<file path="src/rtl/mem_dec_streamer.sv">
`default_nettype none
// ============================================================================
//  Module   : mem_dec_streamer
//  Purpose  : Reads a block of bytes from the sample BRAM (port B) and streams
//             each one to the UART as unsigned decimal ASCII followed by LF.
//             The block ends with the "D",LF completion response.
//  Ports    : clk, rst         - clock, asynchronous active-high reset
//             start            - request pulse, honoured only when idle
//             base_addr, count - block start address and length (0..DEPTH)
//             busy, done       - block in progress / one-cycle completion
//             enb, addrb, doutb- BRAM port B read interface (1-cycle latency)
//             tx_start, tx_data, tx_busy - UART transmit handshake
//  Revision : 1.0 - initial release
// ============================================================================
module mem_dec_streamer #(
    parameter int ADDR_WIDTH = 10,
    parameter int DEPTH      = 1024
) (
    input  logic                  clk,
    input  logic                  rst,
    input  logic                  start,
    input  logic [ADDR_WIDTH-1:0] base_addr,
    input  logic [ADDR_WIDTH:0]   count,
    output logic                  busy,
    output logic                  done,
    output logic                  enb,
    output logic [ADDR_WIDTH-1:0] addrb,
    input  logic [7:0]            doutb,
    output logic                  tx_start,
    output logic [7:0]            tx_data,
    input  logic                  tx_busy
);

    localparam logic [2:0] S_IDLE = 3'd0;
    localparam logic [2:0] S_RD   = 3'd1;
    localparam logic [2:0] S_CAP  = 3'd2;
    localparam logic [2:0] S_SEND = 3'd3;
    localparam logic [2:0] S_TXG  = 3'd4;
    localparam logic [2:0] S_TXW  = 3'd5;
    localparam logic [2:0] S_LAST = 3'd6;
    localparam logic [2:0] S_FIN  = 3'd7;

    localparam logic [ADDR_WIDTH:0]   c_depth     = (ADDR_WIDTH+1)'(DEPTH);
    localparam logic [ADDR_WIDTH-1:0] c_last_addr = ADDR_WIDTH'(DEPTH-1);
    localparam logic [7:0]            c_lf        = 8'h0A;
    localparam logic [7:0]            c_ascii_0   = 8'h30;
    localparam logic [7:0]            c_ascii_d   = 8'h44;

    logic [2:0]            r_state;
    logic [2:0]            w_next_state;
    logic [ADDR_WIDTH-1:0] r_addr;
    logic [ADDR_WIDTH:0]   r_remain;
    logic [7:0]            r_val;
    logic [1:0]            r_idx;     // index into the active send list
    logic                  r_last;    // sending the "D",LF trailer

    logic [ADDR_WIDTH:0]   w_count_clamped;
    logic [3:0]            w_h;
    logic [3:0]            w_t;
    logic [7:0]            w_rem_h;
    logic [7:0]            w_u;
    logic [1:0]            w_skip;
    logic [1:0]            w_pos;
    logic [7:0]            w_byte;
    logic                  w_final;

    assign w_count_clamped = (count > c_depth) ? c_depth : count;

    // Decimal split by compare/subtract: hundreds first, then up to nine
    // subtractions of ten leave the units digit.
    always_comb begin
        w_h     = 4'd0;
        w_rem_h = r_val;
        if (r_val >= 8'd200) begin
            w_h     = 4'd2;
            w_rem_h = r_val - 8'd200;
        end else if (r_val >= 8'd100) begin
            w_h     = 4'd1;
            w_rem_h = r_val - 8'd100;
        end
        w_t = 4'd0;
        w_u = w_rem_h;
        for (int i = 0; i < 9; i++) begin
            if (w_u >= 8'd10) begin
                w_u = w_u - 8'd10;
                w_t = w_t + 4'd1;
            end
        end
    end

    // The full list is {h, t, u, LF}; leading zero digits are skipped by
    // starting the walk further into the list.
    assign w_skip = (w_h != 4'd0) ? 2'd0 : ((w_t != 4'd0) ? 2'd1 : 2'd2);
    assign w_pos  = r_idx + w_skip;

    always_comb begin
        w_byte  = c_lf;
        w_final = 1'b0;
        if (r_last) begin
            w_byte  = (r_idx == 2'd0) ? c_ascii_d : c_lf;
            w_final = (r_idx == 2'd1);
        end else begin
            case (w_pos)
                2'd0:    w_byte = c_ascii_0 + {4'd0, w_h};
                2'd1:    w_byte = c_ascii_0 + {4'd0, w_t};
                2'd2:    w_byte = c_ascii_0 + w_u;
                default: w_byte = c_lf;
            endcase
            w_final = (w_pos == 2'd3);
        end
    end

    always_ff @(posedge clk or posedge rst) begin
        if (rst) begin
            r_state <= S_IDLE;
        end else begin
            r_state <= w_next_state;
        end
    end

    always_comb begin
        w_next_state = r_state;
        case (r_state)
            S_IDLE: begin
                if (start) begin
                    w_next_state = (count == '0) ? S_LAST : S_RD;
                end
            end
            S_RD:   w_next_state = S_CAP;
            S_CAP:  w_next_state = S_SEND;
            S_SEND: begin
                if (!tx_busy) begin
                    w_next_state = S_TXG;
                end
            end
            S_TXG:  w_next_state = S_TXW;
            S_TXW: begin
                if (!tx_busy) begin
                    if (!w_final) begin
                        w_next_state = S_SEND;
                    end else if (r_last) begin
                        w_next_state = S_FIN;
                    end else if (r_remain == (ADDR_WIDTH+1)'(1)) begin
                        w_next_state = S_LAST;
                    end else begin
                        w_next_state = S_RD;
                    end
                end
            end
            S_LAST: w_next_state = S_SEND;
            S_FIN:  w_next_state = S_IDLE;
            default: w_next_state = S_IDLE;
        endcase
    end

    always_ff @(posedge clk or posedge rst) begin
        if (rst) begin
            r_addr   <= '0;
            r_remain <= '0;
            r_val    <= '0;
            r_idx    <= '0;
            r_last   <= 1'b0;
        end else begin
            case (r_state)
                S_IDLE: begin
                    if (start) begin
                        r_addr   <= base_addr;
                        r_remain <= w_count_clamped;
                        r_idx    <= '0;
                        r_last   <= 1'b0;
                    end
                end
                S_CAP: begin
                    r_val <= doutb;
                    r_idx <= '0;
                end
                S_TXW: begin
                    if (!tx_busy) begin
                        if (!w_final) begin
                            r_idx <= r_idx + 2'd1;
                        end else if (!r_last) begin
                            r_addr   <= (r_addr == c_last_addr) ? '0 : r_addr + 1'b1;
                            r_remain <= r_remain - 1'b1;
                        end
                    end
                end
                S_LAST: begin
                    r_last <= 1'b1;
                    r_idx  <= '0;
                end
                default: ;
            endcase
        end
    end

    // Outputs decode straight from state so an asynchronous reset clears
    // them immediately.
    assign busy     = (r_state != S_IDLE) && (r_state != S_FIN);
    assign done     = (r_state == S_FIN);
    assign enb      = (r_state == S_RD);
    assign addrb    = r_addr;
    assign tx_start = (r_state == S_SEND) && !tx_busy;
    assign tx_data  = tx_start ? w_byte : 8'h00;

endmodule
`default_nettype wire

</file>
<file path="config.mk">
export PLATFORM = sky130hd
export DESIGN_NAME = mem_dec_streamer
export DESIGN_NICKNAME = d
export VERILOG_FILES = /design/src/rtl/mem_dec_streamer.sv
export SDC_FILE = /design/constraint.sdc
export NUM_CORES = 1
export LEC_CHECK = 0
export ABC_CLOCK_PERIOD_IN_PS = 32900
export BUFFER_PORTS_ARGS = -buffer_cell sky130_fd_sc_hd__buf_2
export CORE_MARGIN = 2
export CORE_UTILIZATION = 45
export CTS_BUF_LIST = sky130_fd_sc_hd__clkbuf_16
export CTS_CLUSTER_SIZE = 16
export DETAILED_ROUTE_END_ITERATION = 16
export PLACE_DENSITY = 0.63
export SYNTH_ARGS = -nofsm -noshare
export SYNTH_HDL_FRONTEND = slang
export SYNTH_SLANG_ARGS = --single-unit
</file>
<file path="constraint.sdc">
create_clock -name clk -period 32.9 [get_ports clk]
set_input_delay 4.935 -clock clk [delete_from_list [all_inputs] [get_ports clk]]
set_output_delay 4.935 -clock clk [all_outputs]
set_load 0.01 [all_outputs]
</file>
==> impl_metrics.ini <==
[synth]
syn_nets = 915
synth_seq_area_share = 0.140
async_flop_share = 1.00
synth-edff-count = 0
synth.avg_cell_area_sq_um = 7.34
syn_area_sq_um = 6270
syn_inst = 855
synth.distinct_cells = 106
ys_ff_latch = 35
synth_ff_type = dfrtp_1
synth-warning-count = 0

[routing]
postRouteAntennaNets = 0
drc = 0
vias = 6913
viasPerCell = 6.53
routed_wirelength_microns = 18200
routedWlPerCell_microns = 17.2
dr.pass1.iters = 5
first_iter_violations = 530

[global_route]
grt-ovfl-total = 0
grt_max_degree = 36
grt_usage = 0.238
grt_pass1_vias = 5923
grt_antenna_before_repair = 0
grt_pass1_wl_microns = 29300

[min_path]
min_path_type = reg2reg

[run_status]
status = finished, final reports clean

[clocking]
postCtsSetupBuffers = 0
insertion_delay_ns = 0.28
cts.sinks = 35
htree_levels = 2
clk_path_buf_depth = 2
cts_buffers = 5
clkTransAtPathRegs_ns = 0.05
post_cts_resized = 0
cts_tree = done
hold_buffers = 0
cts_root_buf = clkbuf_16

[cells_and_area]
fill_cells = 1438
fin_util = 0.489
multi_input_area_sq_um = 5060
fin_nets = 939
drive_gt1_frac = 0.128
synthToLayoutAreaGrowth_pct = 7.42
ff_latch_area_sq_um = 876
n_antenna_cell = 0
final_cells = 1058

[critical_path]
worst_setup_path_start_kind = flip-flop
critical_path_buf_inv_count = 6
cp-end-kind = output pin
crit_fanout = 22
cp.arrival_ns = 14.24
path_common_cell = ha_1
slowest_stage = a22oi_1
critical_path_required_ns = 27.96
path_class = reg2out
cpPeakStageDelay_ns = 0.87
critPathTopFamily = compound AO/OA/AOI/OAI gates

[placed_design]
dp_hpwl_microns = 14000
dp_cells = 1052
io_buffers = 54
gp_congestion = 0.900

[sta]
tightest_slew_ns = 1.07
max_freq_ghz = 0.0522
skew_ns = 0.00536
min_period_ns = 19.17
setup_tns_ns = 0
fin_crit_sh = 0.583
rsz0062_at_grt = false
setup-violations-final = 0
slew_violations = 0
final_hold_viol_count = 0
max-slew-margin-rel = 0.287

[floorplan]
initial_core_util = 0.456
fp.dieW_microns = 122
num_rows = 43
ios = 55
core-area_sq_um = 13800
die-height_microns = 122
die_area_sq_um = 14900

[run]
drv_cap = 0
==> state kept, by name, indices dropped and copies added (netlist names) <==
| signal | cells |
|---|---|
| r_val | 8 |
| r_remain | 11 |
| r_state | 3 |
| addrb | 10 |
| r_idx | 2 |
| r_last | 1 |
==> worst register-to-register path, delay by kind of cell (launching register included) <==
family,cells,cell delay [ns]
muxes,2,0.85
buffers and inverters,5,0.80
DFF,1,0.45
xor gates and xnor gates,6,1.88
and+or+nand+nor,16,2.97
AOI/OAI and AO/OA,17,5.64
adders and majority gates,7,1.48
==> per-layer routing <==
metal | part of all wire | track usage | up-vias
met1 | 0.47 | 0.342 | 3300
met5 | 0 | 0 | -
met2 | 0.47 | 0.390 | 222
li1 | - | - | 3370
met3 | 0.051 | 0.0239 | 21
met4 | 0.013 | 0.0445 | 0
==> cells in the mapped netlist, types with 7 or more instances <==
cell	number	share of area
nand4_1	12	0.012
o21ai_1	8	0.0064
o21ai_0	44	0.035
ha_1	27	0.054
a21oi_1	76	0.061
o211ai_1	17	0.020
or3_1	13	0.013
nand2_1	82	0.049
nand3_1	33	0.026
and3_1	13	0.013
a21o_1	13	0.016
o31ai_1	12	0.014
nor3b_1	10	0.012
clkbuf_1	27	0.016
a211o_1	7	0.0098
mux2i_1	15	0.024
xor2_1	8	0.011
o311ai_0	9	0.013
dfrtp_1	35	0.14
nor3_1	33	0.026
a211oi_1	12	0.014
and2_1	11	0.011
buf_2	10	0.0080
nor2_1	64	0.038
inv_1	34	0.020
xnor2_1	35	0.049
nor4_1	12	0.012
a31oi_1	15	0.015
mux2_2	12	0.022
o221ai_1	8	0.011
==> final timing paths <==
kind,from,endpoint,slack (ns),cells after the start
max,r_val[2]$_DFFE_PP0P_,tx_data[1],13.73,54
min,addrb[1]$_DFFE_PP0P_,addrb[1]$_DFFE_PP0P_,0.56,1
max reg2reg,r_val[2]$_DFFE_PP0P_,addrb[0]$_DFFE_PP0P_,18.71,53
min reg2reg,addrb[1]$_DFFE_PP0P_,addrb[1]$_DFFE_PP0P_,0.56,1
max in group asynchronous,rst,r_last$_DFFE_PP0P_,27.83,3
min in group asynchronous,rst,r_remain[7]$_DFFE_PP0P_,4.76,3
==> placed cells by master (no fill, tap or decap), drive strengths merged, types with 15 or more instances in the layout <==
master  instances
a21oi          78
a31oi          16
buf            59
dfrtp          35
ha             27
inv            37
mux2i          15
nand2          85
nand3          33
nor2           64
nor3           37
o211ai         19
o21ai          53
xnor2          37
==> logic make-up (layout without fill, tap and decap cells) <==
logic type	count (synthesis)	in the layout	synth area share
buffers and inverters	80	103	0.0544
flip-flops	35	35	0.140
multiplexers	27	27	0.0455
AND/OR/NAND/NOR	327	327	0.273
adder cells (fa/ha/maj)	28	28	0.0554
AO/OA/AOI/OAI	310	310	0.356
XOR/XNOR	48	48	0.0764
==> per-stage QoR <==
step	instance area (sq um)	hold slack, ns	setup WS [ns]
after floorplan	6270	0.509	16.25
after global routing	6740	0.583	12.35
after global placement	6610	0.539	14.34
final	6740	0.558	13.73
after detailed placement	6610	0.548	14.12
after CTS	6740	0.560	13.78
==> cell type report <==
| type | count | area share |
|---|---|---|
| multi-input combinational | 740 | 0.750 |
| tap | 180 | 0.0334 |
| sequential | 35 | 0.130 |
| inverter | 38 | 0.0215 |
| clock buffer | 5 | 0.0186 |
| clock inverter | 1 | 0.000557 |
| timing repair buffer | 59 | 0.0457 |
Power is not shown: default switching activity piles up to over one toggle a cycle in this logic, so the estimate is an artifact.
